### src/rtl/cpu_pkg.sv
// Shared definitions for the data-processing issue controller: condition codes,
// opcodes, NZCV bit positions, FSM state encoding and the opcode-to-ALU map.
package cpu_pkg;

    localparam int unsigned IR_W    = 32;
    localparam int unsigned FLAG_W  = 4;
    localparam int unsigned OP_W    = 4;
    localparam int unsigned ADDR_W  = 4;
    localparam int unsigned SHIFT_W = 12;

    localparam int unsigned F_N = 3;
    localparam int unsigned F_Z = 2;
    localparam int unsigned F_C = 1;
    localparam int unsigned F_V = 0;

    localparam logic [3:0] COND_EQ = 4'h0;
    localparam logic [3:0] COND_NE = 4'h1;
    localparam logic [3:0] COND_CS = 4'h2;
    localparam logic [3:0] COND_CC = 4'h3;
    localparam logic [3:0] COND_MI = 4'h4;
    localparam logic [3:0] COND_PL = 4'h5;
    localparam logic [3:0] COND_VS = 4'h6;
    localparam logic [3:0] COND_VC = 4'h7;
    localparam logic [3:0] COND_HI = 4'h8;
    localparam logic [3:0] COND_LS = 4'h9;
    localparam logic [3:0] COND_GE = 4'hA;
    localparam logic [3:0] COND_LT = 4'hB;
    localparam logic [3:0] COND_GT = 4'hC;
    localparam logic [3:0] COND_LE = 4'hD;
    localparam logic [3:0] COND_AL = 4'hE;
    localparam logic [3:0] COND_NV = 4'hF;

    localparam logic [OP_W-1:0] OP_AND = 4'h0;
    localparam logic [OP_W-1:0] OP_EOR = 4'h1;
    localparam logic [OP_W-1:0] OP_SUB = 4'h2;
    localparam logic [OP_W-1:0] OP_ADD = 4'h4;
    localparam logic [OP_W-1:0] OP_TST = 4'h8;
    localparam logic [OP_W-1:0] OP_TEQ = 4'h9;
    localparam logic [OP_W-1:0] OP_CMP = 4'hA;
    localparam logic [OP_W-1:0] OP_CMN = 4'hB;

    typedef enum logic [2:0] {
        ST_IDLE   = 3'd0,
        ST_DECODE = 3'd1,
        ST_RD_RS  = 3'd2,
        ST_EXEC   = 3'd3,
        ST_FLAG   = 3'd4,
        ST_WB     = 3'd5,
        ST_DONE   = 3'd6
    } state_e;

    // Compare-class opcodes (TST/TEQ/CMP/CMN) only update flags, never write Rd.
    function automatic logic is_test_op(input logic [OP_W-1:0] op);
        return (op[3:2] == 2'b10);
    endfunction

    function automatic logic [OP_W-1:0] map_opcode(input logic [OP_W-1:0] op);
        case (op)
            OP_TST:  return OP_AND;
            OP_TEQ:  return OP_EOR;
            OP_CMP:  return OP_SUB;
            OP_CMN:  return OP_ADD;
            default: return op;
        endcase
    endfunction

endpackage

### src/rtl/cond_check.sv
// Combinational ARM condition-field evaluator against the current NZCV flags.
module cond_check
    import cpu_pkg::*;
#(
    parameter bit NV_EXECUTES = 1'b0
) (
    input  logic [3:0]        cond,
    input  logic [FLAG_W-1:0] nzcv,
    output logic              pass_c
);

    logic n, z, c, v;

    always_comb begin
        n      = nzcv[F_N];
        z      = nzcv[F_Z];
        c      = nzcv[F_C];
        v      = nzcv[F_V];
        pass_c = 1'b0;
        case (cond)
            COND_EQ: pass_c = z;
            COND_NE: pass_c = !z;
            COND_CS: pass_c = c;
            COND_CC: pass_c = !c;
            COND_MI: pass_c = n;
            COND_PL: pass_c = !n;
            COND_VS: pass_c = v;
            COND_VC: pass_c = !v;
            COND_HI: pass_c = c && !z;
            COND_LS: pass_c = !c || z;
            COND_GE: pass_c = (n == v);
            COND_LT: pass_c = (n != v);
            COND_GT: pass_c = !z && (n == v);
            COND_LE: pass_c = z || (n != v);
            COND_AL: pass_c = 1'b1;
            COND_NV: pass_c = NV_EXECUTES;
            default: pass_c = 1'b0;
        endcase
    end

endmodule

### src/rtl/dp_issue_ctrl.sv
// Issue/control FSM for data-processing instructions: decode, optional Rs read,
// ALU drive, flag-latch strobe and write-back. Outputs are registered from the current state.
module dp_issue_ctrl
    import cpu_pkg::*;
#(
    parameter bit NV_EXECUTES = 1'b0
) (
    input  logic                clk,
    input  logic                rst_n,
    input  logic                ir_valid,
    input  logic [IR_W-1:0]     ir,
    output logic                ir_ready,
    input  logic [FLAG_W-1:0]   NZCV,
    output logic [OP_W-1:0]     ALU_OP,
    output logic                S,
    output logic                alu_c,
    output logic [ADDR_W-1:0]   rn_addr,
    output logic [ADDR_W-1:0]   rm_addr,
    output logic [ADDR_W-1:0]   rs_addr,
    output logic                rs_rd,
    output logic                imm_sel,
    output logic [SHIFT_W-1:0]  shift_ctl,
    output logic [ADDR_W-1:0]   rd_addr,
    output logic                reg_we,
    output logic                done,
    output logic                err
);

    state_e              state_q, state_d;
    logic [IR_W-1:0]     ir_q, ir_d;
    logic                illegal_q, illegal_d;
    logic                alu_c_q, alu_c_d;
    logic                ir_ready_q, ir_ready_d;
    logic [OP_W-1:0]     alu_op_q, alu_op_d;
    logic                s_q, s_d;
    logic [ADDR_W-1:0]   rn_addr_q, rn_addr_d;
    logic [ADDR_W-1:0]   rm_addr_q, rm_addr_d;
    logic [ADDR_W-1:0]   rs_addr_q, rs_addr_d;
    logic                rs_rd_q, rs_rd_d;
    logic                imm_sel_q, imm_sel_d;
    logic [SHIFT_W-1:0]  shift_ctl_q, shift_ctl_d;
    logic [ADDR_W-1:0]   rd_addr_q, rd_addr_d;
    logic                reg_we_q, reg_we_d;
    logic                done_q, done_d;
    logic                err_q, err_d;

    logic                cond_pass_c;
    logic [OP_W-1:0]     opcode_c;
    logic                illegal_c;
    logic                ctl_win_c;
    logic                alu_win_c;

    cond_check #(.NV_EXECUTES(NV_EXECUTES)) u_cond_check (
        .cond   (ir_q[31:28]),
        .nzcv   (NZCV),
        .pass_c (cond_pass_c)
    );

    assign opcode_c  = ir_q[24:21];
    assign illegal_c = (ir_q[27:26] != 2'b00) || (is_test_op(opcode_c) && !ir_q[20]);
    assign ctl_win_c = (state_q == ST_RD_RS) || (state_q == ST_EXEC) ||
                       (state_q == ST_FLAG)  || (state_q == ST_WB);
    assign alu_win_c = (state_q == ST_EXEC) || (state_q == ST_FLAG) || (state_q == ST_WB);

    always_comb begin
        state_d     = state_q;
        ir_d        = ir_q;
        illegal_d   = illegal_q;
        alu_c_d     = alu_c_q;
        alu_op_d    = '0;
        s_d         = 1'b0;
        rn_addr_d   = '0;
        rm_addr_d   = '0;
        rs_addr_d   = '0;
        rs_rd_d     = 1'b0;
        imm_sel_d   = 1'b0;
        shift_ctl_d = '0;
        rd_addr_d   = '0;
        reg_we_d    = 1'b0;
        done_d      = 1'b0;
        err_d       = 1'b0;

        case (state_q)
            ST_IDLE: begin
                if (ir_valid) begin
                    ir_d      = ir;
                    illegal_d = 1'b0;
                    state_d   = ST_DECODE;
                end
            end
            ST_DECODE: begin
                // Carry is frozen here so a mid-op flag latch cannot disturb ADC/SBC/RSC.
                alu_c_d = NZCV[F_C];
                if (illegal_c) begin
                    illegal_d = 1'b1;
                    state_d   = ST_DONE;
                end else if (!cond_pass_c) begin
                    state_d = ST_DONE;
                end else if (!ir_q[25] && ir_q[4]) begin
                    state_d = ST_RD_RS;
                end else begin
                    state_d = ST_EXEC;
                end
            end
            ST_RD_RS: state_d = ST_EXEC;
            ST_EXEC:  state_d = ST_FLAG;
            ST_FLAG:  state_d = ST_WB;
            ST_WB:    state_d = ST_DONE;
            ST_DONE: begin
                alu_c_d = 1'b0;
                state_d = ST_IDLE;
            end
            default:  state_d = ST_IDLE;
        endcase

        if (ctl_win_c) begin
            rn_addr_d   = ir_q[19:16];
            rm_addr_d   = ir_q[3:0];
            rs_addr_d   = ir_q[11:8];
            imm_sel_d   = ir_q[25];
            shift_ctl_d = ir_q[11:0];
            rd_addr_d   = ir_q[15:12];
        end
        if (alu_win_c) begin
            alu_op_d = map_opcode(opcode_c);
        end
        rs_rd_d    = (state_q == ST_RD_RS);
        s_d        = (state_q == ST_FLAG) && ir_q[20];
        reg_we_d   = (state_q == ST_WB) && !is_test_op(opcode_c);
        done_d     = (state_q == ST_DONE);
        err_d      = (state_q == ST_DONE) && illegal_q;
        ir_ready_d = (state_d == ST_IDLE);
    end

    always_ff @(posedge clk) begin
        if (!rst_n) begin
            state_q     <= ST_IDLE;
            ir_q        <= '0;
            illegal_q   <= 1'b0;
            alu_c_q     <= 1'b0;
            ir_ready_q  <= 1'b1;
            alu_op_q    <= '0;
            s_q         <= 1'b0;
            rn_addr_q   <= '0;
            rm_addr_q   <= '0;
            rs_addr_q   <= '0;
            rs_rd_q     <= 1'b0;
            imm_sel_q   <= 1'b0;
            shift_ctl_q <= '0;
            rd_addr_q   <= '0;
            reg_we_q    <= 1'b0;
            done_q      <= 1'b0;
            err_q       <= 1'b0;
        end else begin
            state_q     <= state_d;
            ir_q        <= ir_d;
            illegal_q   <= illegal_d;
            alu_c_q     <= alu_c_d;
            ir_ready_q  <= ir_ready_d;
            alu_op_q    <= alu_op_d;
            s_q         <= s_d;
            rn_addr_q   <= rn_addr_d;
            rm_addr_q   <= rm_addr_d;
            rs_addr_q   <= rs_addr_d;
            rs_rd_q     <= rs_rd_d;
            imm_sel_q   <= imm_sel_d;
            shift_ctl_q <= shift_ctl_d;
            rd_addr_q   <= rd_addr_d;
            reg_we_q    <= reg_we_d;
            done_q      <= done_d;
            err_q       <= err_d;
        end
    end

    assign ir_ready  = ir_ready_q;
    assign ALU_OP    = alu_op_q;
    assign S         = s_q;
    assign alu_c     = alu_c_q;
    assign rn_addr   = rn_addr_q;
    assign rm_addr   = rm_addr_q;
    assign rs_addr   = rs_addr_q;
    assign rs_rd     = rs_rd_q;
    assign imm_sel   = imm_sel_q;
    assign shift_ctl = shift_ctl_q;
    assign rd_addr   = rd_addr_q;
    assign reg_we    = reg_we_q;
    assign done      = done_q;
    assign err       = err_q;

endmodule

### config.mk
export PLATFORM = sky130hd
export DESIGN_NAME = dp_issue_ctrl
export DESIGN_NICKNAME = d
export VERILOG_FILES = /design/src/rtl/cpu_pkg.sv /design/src/rtl/cond_check.sv /design/src/rtl/dp_issue_ctrl.sv
export SDC_FILE = /design/constraint.sdc
export NUM_CORES = 1
export LEC_CHECK = 0
export BUFFER_PORTS_ARGS = -buffer_cell sky130_fd_sc_hd__buf_2
export CELL_PAD_IN_SITES_DETAIL_PLACEMENT = 0
export CELL_PAD_IN_SITES_GLOBAL_PLACEMENT = 1
export CORE_MARGIN = 2
export CORE_UTILIZATION = 33
export CTS_CLUSTER_DIAMETER = 40
export DETAILED_ROUTE_END_ITERATION = 12
export PLACE_DENSITY_LB_ADDON = 0.1
export REMOVE_ABC_BUFFERS = 1
export SYNTH_ARGS = -nofsm -noshare
export SYNTH_HDL_FRONTEND = slang
export SYNTH_SLANG_ARGS = --single-unit
### constraint.sdc
create_clock -name clk -period 1.75 [get_ports clk]
set_clock_uncertainty 0.1 [all_clocks]
set_input_delay 0.2625 -clock clk [delete_from_list [all_inputs] [get_ports clk]]
set_output_delay 0.2625 -clock clk [all_outputs]
set_load 0.02 [all_outputs]
# Word-level counts from Yosys, hierarchy flattened
# Index checks and enable logic that the tools add are counted.
# word_totals
reg_bits,76
input_bits,39
output_inout_bits,40
elab_cells,90
# op_classes
mux,11
reduce_logical,32
n_eq_ne,30
# ops
cell,count
== test 4 bit (second input constant),12
one-hot mux 3 bit (6 select lines),1
== test 4 x 3 -> 1 bit (second input constant),4
one-hot mux 1 bit (16 select lines),1
one-hot mux 4 bit (4 select lines),1
== test 3 bit (second input constant),3
2-to-1 mux 3 bit,3
== test 4 x 2 -> 1 bit (second input constant),2
logical OR 1 bit,8
logical AND 1 bit,7
logical NOT 1 bit,7
== test 3 x 2 -> 1 bit (second input constant),2
logical NOT 3 bit,2
AND reduction 2 bit,3
nonzero test 2 bit,3
== test 4 x 1 -> 1 bit (second input constant),1
logical NOT 4 bit,1
inequality test 2 bit (second input constant),2
one-hot mux 1 bit (2 select lines),2
== test 3 x 1 -> 1 bit (second input constant),1
2-to-1 mux 1 bit,3
AND reduction 3 bit,1
== test 2 bit (second input constant),1
== test 1 bit,1
inequality test 1 bit,1

# Depth between registers and ports, before layout
# Gate-level depths: netlist of the first run.
# depth
word_depth,7
depth_mapped,6
depth_no_buf,5

# Hierarchy
# From an unflattened synthesis of the first run, not the netlist that was laid out.
# unflattened
cells_unflattened,286
hier_area_um2,2576.2
# by_module_without_submodules
mod,area_per_inst_um2,cells_each,instances,seq_area_each_um2
dp_issue_ctrl,2421.1,263,1,1361.3
cond_check,155.1,23,1,0.0

# Least setup slack after synthesis of the first run
# Ideal clock, no wire load.
# synth_path
path_kind,register to register
from,register ir_q[28]
to,register state_q[0]
setup_ns,0.096
n_path_buf,1
synth_period_minus_slack_ns,1.677
t_arrival_ns,1.482
required_ns,1.554
setup_slack_ns,0.073
path_stages_with_launch,7
path_cell_list,dfxtp_1 -> buf_6 -> or3b_1 -> mux2i_1 -> o311ai_1 -> a31o_1 -> o41ai_2
# synth_via
elab_chain_cells,5
# synth_lines
element,line_no,source
from (decl),dp_issue_ctrl.sv:30,"logic [IR_W-1:0] ir_q, ir_d;"
from (signal assigned),dp_issue_ctrl.sv:156,ir_q <= ir_d;
== test 4 bit (tied with other cells),cond_check.sv:20,case (cond)
one-hot mux 1 bit (16 select lines) (*),cond_check.sv:20,
2-to-1 mux 3 bit (*),dp_issue_ctrl.sv:97,end else if (!cond_pass_c) begin
2-to-1 mux 3 bit (*),dp_issue_ctrl.sv:94,if (illegal_c) begin
one-hot mux 3 bit (6 select lines) (*),dp_issue_ctrl.sv:83,case (state_q)
to (signal assigned),dp_issue_ctrl.sv:155,state_q <= state_d;
to (decl),dp_issue_ctrl.sv:29,"state_e state_q, state_d;"
# Mark *: on every way between the ends. The rest lies on a longest branch, timed or not.
# A chain may end at the register's enable or synchronous reset.

# Worst setup path after layout of the first run
# Same ends and word-level chain as after synthesis.

==> impl_metrics.env, run 1 <==
export IMPL_cts_num_sinks=68
export IMPL_synth_commonest_cells="nand2_1, dfxtp_1, a21boi_1"
export IMPL_routedWlPerCell_um=12.05
export IMPL_ys_seq_area_share_pct=53.33
export IMPL_die_h_um=91.95
export IMPL_drive_gt1_share_pct=30.28
export IMPL_r2r_setup_slack_ns=0.17
export IMPL_place_hpwl_mm=3.739
export IMPL_synth_async_sr_flop_share_pct=0
export IMPL_grt_overflow=0
export IMPL_dieArea_um2=8454
export IMPL_die_x_um=91.95
export IMPL_drc_errors=0
export IMPL_h_tree_depth=3
export IMPL_placed_cells=446
export IMPL_finalHoldViolCount=0
export IMPL_hold_depth=3
export IMPL_synth_top_area_share_pct=53.33
export IMPL_cts_root_buf="clkbuf_8"
export IMPL_avgSynthCellArea_um2=9.116
export IMPL_fp_coreArea_um2=7607
export IMPL_start_kind="register"
export IMPL_maxCapViolations=0
export IMPL_path_class="reg2reg"
export IMPL_min_to="ir_q[18]"
export IMPL_ios=79
export IMPL_status="completed"
export IMPL_yosysMostFrequentCell="nand2_1"
export IMPL_synthDistinctLibCells=40
export IMPL_finalNonFillerCells=462
export IMPL_crit_arrival_ns=1.72
export IMPL_maxSlewViolCount=0
export IMPL_ir_worst_vdd_mv=0.4981
export IMPL_postCtsSetupBuffers=0
export IMPL_totalWireLength_mm=5.565
export IMPL_synth_seq_cells=68
export IMPL_start_util_pct=33.55
export IMPL_rr_worst_depth=5
export IMPL_r2r_end="state_q[0]"
export IMPL_tightest_slew_ns=0.2892
export IMPL_grt_pass1_wl_mm=9.011
export IMPL_cts_resized=0
export IMPL_area_growth_pct=28.73
export IMPL_clk_pin_slew_ns=0.08
export IMPL_cts_tree="built"
export IMPL_maxSlewHeadroom_pct=80.69
export IMPL_globalplace_congestion=0.7585
export IMPL_min_period_ns=1.583
export IMPL_final_setup_viol_count=0
export IMPL_cp_required_ns=1.89
export IMPL_grt_max_degree=33
export IMPL_clkLatencyLatePin_ns=0.33
export IMPL_yosys_warnings=0
export IMPL_rows=32
export IMPL_netlist_area_um2=2552
export IMPL_portBuffers=78
export IMPL_yosysTopAreaCell="dfxtp_1"
export IMPL_viasPerCell=4.394
export IMPL_power_leakage_nw=1.473
export IMPL_grt_setup_unrepaired="false"
export IMPL_ctsHoldBuffers=0
export IMPL_worstHoldStart="ir[18]"
export IMPL_power_mw=4.239
export IMPL_antenna_found_initial=1
export IMPL_hold_class="in2reg"
export IMPL_grt_usage_pct=13.93
export IMPL_finalNetCount=394
export IMPL_clockBufferDepth=2
export IMPL_cts_made_buffers=9
export IMPL_drtIter0Drc=46
export IMPL_hold_ws_ns=0.05380
export IMPL_synth_edff_count=0
export IMPL_netlist_instances=280
export IMPL_ys_flop_type="dfxtp_1"
export IMPL_finalCritPeriodShare_pct=90.44
export IMPL_max_freq_ghz=0.6318
export IMPL_crit_reg2reg_launch="ir_q[28]"
export IMPL_ys_top_cells_by_area="dfxtp_1, nand2_1, a21boi_1"
export IMPL_vias=2030
export IMPL_grt_pass1_vias=1892
export IMPL_endpoint_kind="register"
export IMPL_drtPass1Iterations=4
export IMPL_tns_ns=0
export IMPL_cp_max_fo=5
export IMPL_post_route_util_pct=43.19
export IMPL_antenna_left=0
export IMPL_diodes=0
export IMPL_powerDensity_nw_per_um2=1290
## per-layer routing
layer	global-route usage, %	part of all wire, %	routed length [um]	vias to the layer above
li1	-	-	-	1064
met1	18.28	48	2653	903
met2	20.65	44	2430	53
met3	4.273	6.6	367	10
met4	7.090	2.0	114	0
met5	0	0	0	-
## power by group
| group | total, mW | switching, mW | internal (mW) | leakage [nW] |
|---|---|---|---|---|
| registers | 1.83 | 0.109 | 1.72 | 0.554 |
| clock network | 1.54 | 0.591 | 0.950 | 0.117 |
| logic | 0.871 | 0.516 | 0.355 | 0.802 |
| total | 4.24 | 1.22 | 3.02 | 1.47 |
## flip-flops by register name, summed over array words and instances, names as in the netlist
name,flops
rs_rd,1
S,1
imm_sel,1
alu_c,1
state_q,3
ir_q,32
ALU_OP,4
rm_addr,3
done,1
illegal_q,1
rd_addr,4
err,1
shift_ctl,5
ir_ready,1
rn_addr,4
reg_we,1
rs_addr,4
## worst max-delay path, stage by stage (launching register included)
cell and delay (ns):
dfxtp_2 0.34, or3b_1 0.37, mux2i_1 0.14, o311ai_1 0.12
a31o_1 0.23, o41ai_2 0.19
## cells in the final DEF (no fill, tap or decap), types with 2 or more instances in the layout
master and n:
and2_1 22, nand2_1 76, nor3_1 2, o21a_1 2
buf_4 7, and3b_2 2, a21oi_1 2, buf_12 2
a21boi_0 6, mux2i_1 2, bufinv_16 3, inv_1 4
nand2b_1 2, clkbuf_8 9, nor4b_1 2, buf_2 78
nor2b_1 3, dfxtp_1 67, nor2_1 9, a21boi_1 27
xor2_1 2, o21ai_0 5
## final cells by class
cell class | count | area (um2)
Clock buffer | 10 | 127.6
Clock inverter | 6 | 111.4
Fill cell | 819 | 4322
Inverter | 4 | 15.01
Multi-Input combinational cell | 185 | 1059
Sequential cell | 68 | 1363
Tap cell | 102 | 127.6
Timing Repair Buffer | 87 | 483.0
## logic make-up (layout without fill, tap and decap cells)
kind of cell           Yosys count  in the layout  share of synthesized area [%]
buffers and inverters           27            107                          5.490
AND/OR/NAND/NOR                126            126                          23.33
flip-flops                      68             68                          53.33
AO/OA/AOI/OAI                   54             54                          16.03
multiplexers                     2              2                         0.7843
XOR/XNOR                         3              3                          1.030
## worst max path at each step
stage,startpoint,end,slack [ns]
2_1_floorplan,state_q[2],ir_q[10],-0.24
3_3_place_gp,NZCV[2],state_q[0],0.05
3_5_place_dp,NZCV[2],state_q[0],0.02
4_1_cts,ir_q[28],state_q[0],0.02
5_1_grt,ir_q[28],state_q[0],0.06
6_report,ir_q[28],state_q[0],0.17
## per-stage QoR
step	area, um2	worst slack, ns
detailed placement	3040	0.02145
finish	3286	0.1673
global placement	3040	0.04793
floorplan	2427	-0.2428
CTS	3279	0.02432
global route	3286	0.06113
No activity file was read; power rests on OpenSTA's default activity.
==> run 2: changes to the inputs <==
--- a/config.mk
+++ b/config.mk
@@ -9,7 +9,7 @@
 export CELL_PAD_IN_SITES_DETAIL_PLACEMENT = 0
 export CELL_PAD_IN_SITES_GLOBAL_PLACEMENT = 1
 export CORE_MARGIN = 2
-export CORE_UTILIZATION = 33
+export CORE_UTILIZATION = 40
 export CTS_CLUSTER_DIAMETER = 40
 export DETAILED_ROUTE_END_ITERATION = 12
 export PLACE_DENSITY_LB_ADDON = 0.1
==> constraint.sdc (replaced) <==
create_clock -name clk -period 2 [get_ports clk]
set_clock_uncertainty 0.1 [all_clocks]
set_input_delay 0.3 -clock clk [delete_from_list [all_inputs] [get_ports clk]]
set_output_delay 0.3 -clock clk [all_outputs]
set_load 0.02 [all_outputs]
==> run 2 against run 1 <==
Against the previous run: count of clock-buffer cells in the layout is 4 higher; core utilization is 7.2 points higher; first-iteration DRC count is 110% higher; global-route usage is 1.5 points higher; critical path depth stayed put; flip-flop and latch count stayed put; total power is 19% lower; via count is 0.69% higher; routed wire length is 7.5% lower.
==> impl_metrics.env, run 2 (same netlist as run 1, synthesis figures left out) <==
export IMPL_status="completed"
export IMPL_switchingPower_mw=0.9937
export IMPL_cts_num_sinks=68
export IMPL_path_class="reg2reg"
export IMPL_antenna_left=0
export IMPL_p_comb_share_pct=20.3
export IMPL_fp_coreArea_um2=6277
export IMPL_p_seq_share_pct=46.6
export IMPL_start_kind="register"
export IMPL_finalCritPeriodShare_pct=89.09
export IMPL_clkPwrFrac_pct=33.1
export IMPL_drc_errors=0
export IMPL_cp_max_fo=10
export IMPL_die_x_um=83.88
export IMPL_final_common_cell="buf_2"
export IMPL_h_tree_depth=3
export IMPL_clk_pin_slew_ns=0.07
export IMPL_final_cell_mix="buf_2, nand2_1, dfxtp_1, a21boi_1, and2_1"
export IMPL_cp_required_ns=2.14
export IMPL_clockBufferDepth=2
export IMPL_globalplace_congestion=0.7475
export IMPL_maxSlewViolCount=0
export IMPL_powerDensity_nw_per_um2=1089
export IMPL_totalWireLength_mm=5.150
export IMPL_cts_resized=0
export IMPL_viasPerCell=4.721
export IMPL_cts_root_buf="clkbuf_8"
export IMPL_grt_max_degree=33
export IMPL_filler_cell_count=630
export IMPL_grt_overflow=0
export IMPL_maxSlewHeadroom_pct=76.75
export IMPL_vias=2044
export IMPL_r2r_setup_slack_ns=0.22
export IMPL_power_leakage_nw=1.429
export IMPL_diodes=0
export IMPL_min_period_ns=1.782
export IMPL_hold_depth=3
export IMPL_portBuffers=78
export IMPL_max_freq_ghz=0.5612
export IMPL_cts_made_buffers=9
export IMPL_clkLatencyLatePin_ns=0.32
export IMPL_dieArea_um2=7036
export IMPL_final_setup_viol_count=0
export IMPL_drtIter0Drc=98
export IMPL_ios=79
export IMPL_p_int_mw=2.451
export IMPL_fin_ws_ns=0.2181
export IMPL_largest_register_ff_count=32
export IMPL_die_h_um=83.88
export IMPL_r2r_end="state_q[0]"
export IMPL_finalHoldViolCount=0
export IMPL_rows=29
export IMPL_drtPass1Iterations=4
export IMPL_worstHoldStart="ir[5]"
export IMPL_placed_cells=418
export IMPL_tns_ns=0
export IMPL_drive_gt1_share_pct=28.65
export IMPL_maxCapViolations=0
export IMPL_antenna_found_initial=1
export IMPL_endpoint_kind="register"
export IMPL_grt_usage_pct=15.44
export IMPL_top_register="ir_q"
export IMPL_area_growth_pct=23.97
export IMPL_start_util_pct=40.66
export IMPL_hold_class="in2reg"
export IMPL_grt_pass1_wl_mm=8.535
export IMPL_hold_ws_ns=0.1014
export IMPL_cts_tree="built"
export IMPL_ir_worst_vdd_mv=0.4851
export IMPL_min_to="ir_q[5]"
export IMPL_postCtsSetupBuffers=0
export IMPL_place_hpwl_mm=3.442
export IMPL_finalNonFillerCells=433
export IMPL_routedWlPerCell_um=11.89
export IMPL_place_ws_ns=0.2374
export IMPL_grt_pass1_vias=1855
export IMPL_crit_reg2reg_launch="ir_q[28]"
export IMPL_tightest_slew_ns=0.3488
export IMPL_ctsHoldBuffers=0
export IMPL_crit_arrival_ns=1.92
export IMPL_finalNetCount=391
export IMPL_rr_worst_depth=5
export IMPL_grt_setup_unrepaired="false"
export IMPL_power_mw=3.445
export IMPL_switching_share_pct=28.85
[run 2: area by class of cell]
type	instances	area, um2	share of cell area (%)
well taps	77	96.34	3.045
flip-flops and latches	68	1361	43.02
multi-input cells	185	1054	33.29
clock inverters	1	30.03	0.9490
inverters	4	15.01	0.4745
repair buffers	84	435.4	13.76
clock buffers	14	172.7	5.457
[run 2: metrics by stage]
step / util (%) / cell area (um2)
2_1_floorplan: - / 2427
3_3_place_gp: 47.18 / 2962
3_5_place_dp: 47.18 / 2962
4_1_cts: 50.41 / 3164
5_1_grt: 50.41 / 3164
6_report: 50.41 / 3164
[run 2: worst max-delay path by stage]
stage,from,end,slack [ns]
floorplan,state_q[2],ir_q[10],0.007
global placement,ir_q[28],state_q[0],0.27
detailed placement,ir_q[28],state_q[0],0.24
CTS,ir_q[28],state_q[0],0.22
global route,ir_q[28],state_q[0],0.09
finish,ir_q[28],state_q[0],0.22
[run 2: worst max-delay path, stage by stage, from the launching register on]
cell	delay, ns
dfxtp_1	0.40
or3b_1	0.40
mux2i_1	0.14
o311ai_1	0.13
a31o_1	0.27
o41ai_2	0.26
[run 2: metal layers]
metal / routed length, um / share of wire (%) / up-vias / global-route usage, %
met5: 0 / 0 / - / 0
met4: 98 / 1.9 / 0 / 7.918
met1: 2393 / 46 / 927 / 19.09
met3: 326 / 6.3 / 10 / 4.847
li1: - / - / 1055 / -
met2: 2332 / 45 / 52 / 24.15
[run 2: power by group through the flow]
stage / registers [mW] / logic, mW / clock network (mW)
after floorplan: 1.67 / 0.404 / 0
after global placement: 1.63 / 0.706 / 0
after detailed placement: 1.64 / 0.711 / 0
after CTS: 1.61 / 0.712 / 1.18
after global routing: 1.62 / 0.791 / 1.24
final: 1.61 / 0.698 / 1.14
==> run 3: changes to the inputs <==
--- a/config.mk
+++ b/config.mk
@@ -12,6 +12,7 @@
 export CORE_UTILIZATION = 40
 export CTS_CLUSTER_DIAMETER = 40
 export DETAILED_ROUTE_END_ITERATION = 12
+export GPL_TIMING_DRIVEN = 0
 export PLACE_DENSITY_LB_ADDON = 0.1
 export REMOVE_ABC_BUFFERS = 1
 export SYNTH_ARGS = -nofsm -noshare
==> run 3 against run 2 <==
Against the previous run: sequential power barely moved; sequential share of layout area increased by 0.71 points; die area stayed put; largest cell class unchanged; via count shrank 0.29%; highest routed layer unchanged; global-route usage up 0.15 points; critical endpoint unchanged; first-iteration DRC count decreased by 36%; total power shrank 5.4%; count of clock-buffer cells in the layout down 3; routed wire length is 0.76% lower.
==> impl_metrics.env, run 3 (same netlist as run 1, synthesis figures left out) <==
export IMPL_critPathLaunch="ir_q[28]"
export IMPL_r2r_setup_slack_ns=0.21
export IMPL_final_setup_viol_count=0
export IMPL_grt_pass1_wl_mm=8.604
export IMPL_cts_num_sinks=68
export IMPL_tns_ns=0
export IMPL_endpoint_kind="register"
export IMPL_min_period_ns=1.791
export IMPL_drive_gt1_share_pct=28.98
export IMPL_ctsHoldBuffers=0
export IMPL_hold_class="in2reg"
export IMPL_vias=2038
export IMPL_clkLatencyLatePin_ns=0.33
export IMPL_max_freq_ghz=0.5584
export IMPL_ir_worst_vdd_mv=0.4722
export IMPL_placed_cells=413
export IMPL_start_kind="register"
export IMPL_cts_made_buffers=9
export IMPL_antenna_found_initial=0
export IMPL_cp_endpoint="state_q[0]"
export IMPL_powerDensity_nw_per_um2=1046
export IMPL_maxCapViolations=0
export IMPL_final_common_cell="buf_2"
export IMPL_totalWireLength_mm=5.111
export IMPL_grt_setup_unrepaired="false"
export IMPL_diodes=0
export IMPL_cts_root_buf="clkbuf_8"
export IMPL_top_register="ir_q"
export IMPL_maxSlewViolCount=0
export IMPL_dieArea_um2=7036
export IMPL_routedWlPerCell_um=11.91
export IMPL_ios=79
export IMPL_antenna_left=0
export IMPL_grt_max_degree=43
export IMPL_viasPerCell=4.751
export IMPL_crit_reg2reg_launch="ir_q[28]"
export IMPL_rr_worst_depth=5
export IMPL_h_tree_depth=3
export IMPL_r2r_end="state_q[0]"
export IMPL_globalplace_congestion=0.7209
export IMPL_place_hpwl_mm=3.330
export IMPL_grt_pass1_vias=1870
export IMPL_rows=29
export IMPL_portBuffers=78
export IMPL_tightest_slew_ns=0.7943
export IMPL_postCtsSetupBuffers=0
export IMPL_die_h_um=83.88
export IMPL_final_cell_mix="buf_2, nand2_1, dfxtp_1, a21boi_1, and2_1"
export IMPL_cp_required_ns=2.14
export IMPL_fp_coreArea_um2=6277
export IMPL_power_leakage_nw=1.396
export IMPL_die_x_um=83.88
export IMPL_start_util_pct=40.66
export IMPL_largest_register_ff_count=32
export IMPL_path_class="reg2reg"
export IMPL_area_growth_pct=22.06
export IMPL_grt_overflow=0
export IMPL_finalHoldViolCount=0
export IMPL_finalNonFillerCells=429
export IMPL_cp_max_fo=10
export IMPL_finalCritPeriodShare_pct=89.54
export IMPL_maxSlewHeadroom_pct=46.73
export IMPL_status="completed"
export IMPL_drtIter0Drc=63
export IMPL_drtPass1Iterations=4
export IMPL_crit_arrival_ns=1.93
export IMPL_finalNetCount=386
export IMPL_clk_pin_slew_ns=0.07
export IMPL_filler_cell_count=647
export IMPL_grt_usage_pct=15.59
export IMPL_cts_tree="built"
export IMPL_clockBufferDepth=2
export IMPL_drc_errors=0
[run 3: power by group]
part / internal (mW) / switching, mW / total, mW
logic: 0.262 / 0.421 / 0.684
clock network: 0.475 / 0.487 / 0.962
registers: 1.50 / 0.110 / 1.61
total: 2.24 / 1.02 / 3.26
[run 3: final cells by class]
cell class | instances | area [um2] | area share [%]
multi-input cells | 185 | 1067 | 34.26
inverters | 4 | 15.01 | 0.4819
clock inverters | 5 | 27.53 | 0.8835
repair buffers | 79 | 405.4 | 13.01
clock buffers | 11 | 141.4 | 4.538
well taps | 77 | 96.34 | 3.092
flip-flops and latches | 68 | 1363 | 43.74
[run 3: layer usage]
metal	GRT usage, %	vias up	wire length, um
met5	0	-	0
met4	7.478	0	108
met3	4.748	11	292
met2	24.44	56	2326
met1	19.54	921	2384
li1	-	1050	-
[run 3: worst min path at each step]
stage / from / endpoint / slack (ns) / cells past startpoint
floorplan: rst_n / ir_ready / 0.29 / 1
global placement: ir_q[14] / rd_addr[2] / 0.33 / 1
detailed placement: ir_q[5] / shift_ctl[5] / 0.34 / 1
CTS: ir[3] / ir_q[3] / 0.09 / 3
global route: ir[5] / ir_q[5] / 0.09 / 3
finish: ir[6] / ir_q[6] / 0.1 / 3
[run 3: worst max-delay path, cell delays in order, from the launching register on]
cell	delay [ns]
dfxtp_1	0.40
or3b_1	0.40
mux2i_1	0.15
o311ai_1	0.13
a31o_1	0.27
o41ai_2	0.25
[run 3: through the flow]
step | instance area, um2 | util (%) | setup WS [ns] | power (mW) | hold slack (ns)
after CTS | 3109 | 49.53 | 0.02926 | 3.308 | 0.08500
after global placement | 2914 | 46.42 | -0.9417 | 2.304 | 0.3343
final | 3115 | 49.63 | 0.2091 | 3.260 | 0.09765
after global routing | 3115 | 49.63 | 0.07364 | 3.490 | 0.09104
after detailed placement | 2935 | 46.76 | -0.1541 | 2.331 | 0.3387
after floorplan | 2427 | - | 0.007235 | 2.071 | 0.2913
[run 3: what timing repair did]
item                                    CTS  global route
gates cloned                              0             0
pin swaps                                 0             0
gates resized for setup                   1             2
endpoints found under the hold margin     0             0
endpoints found under the setup margin   32            24
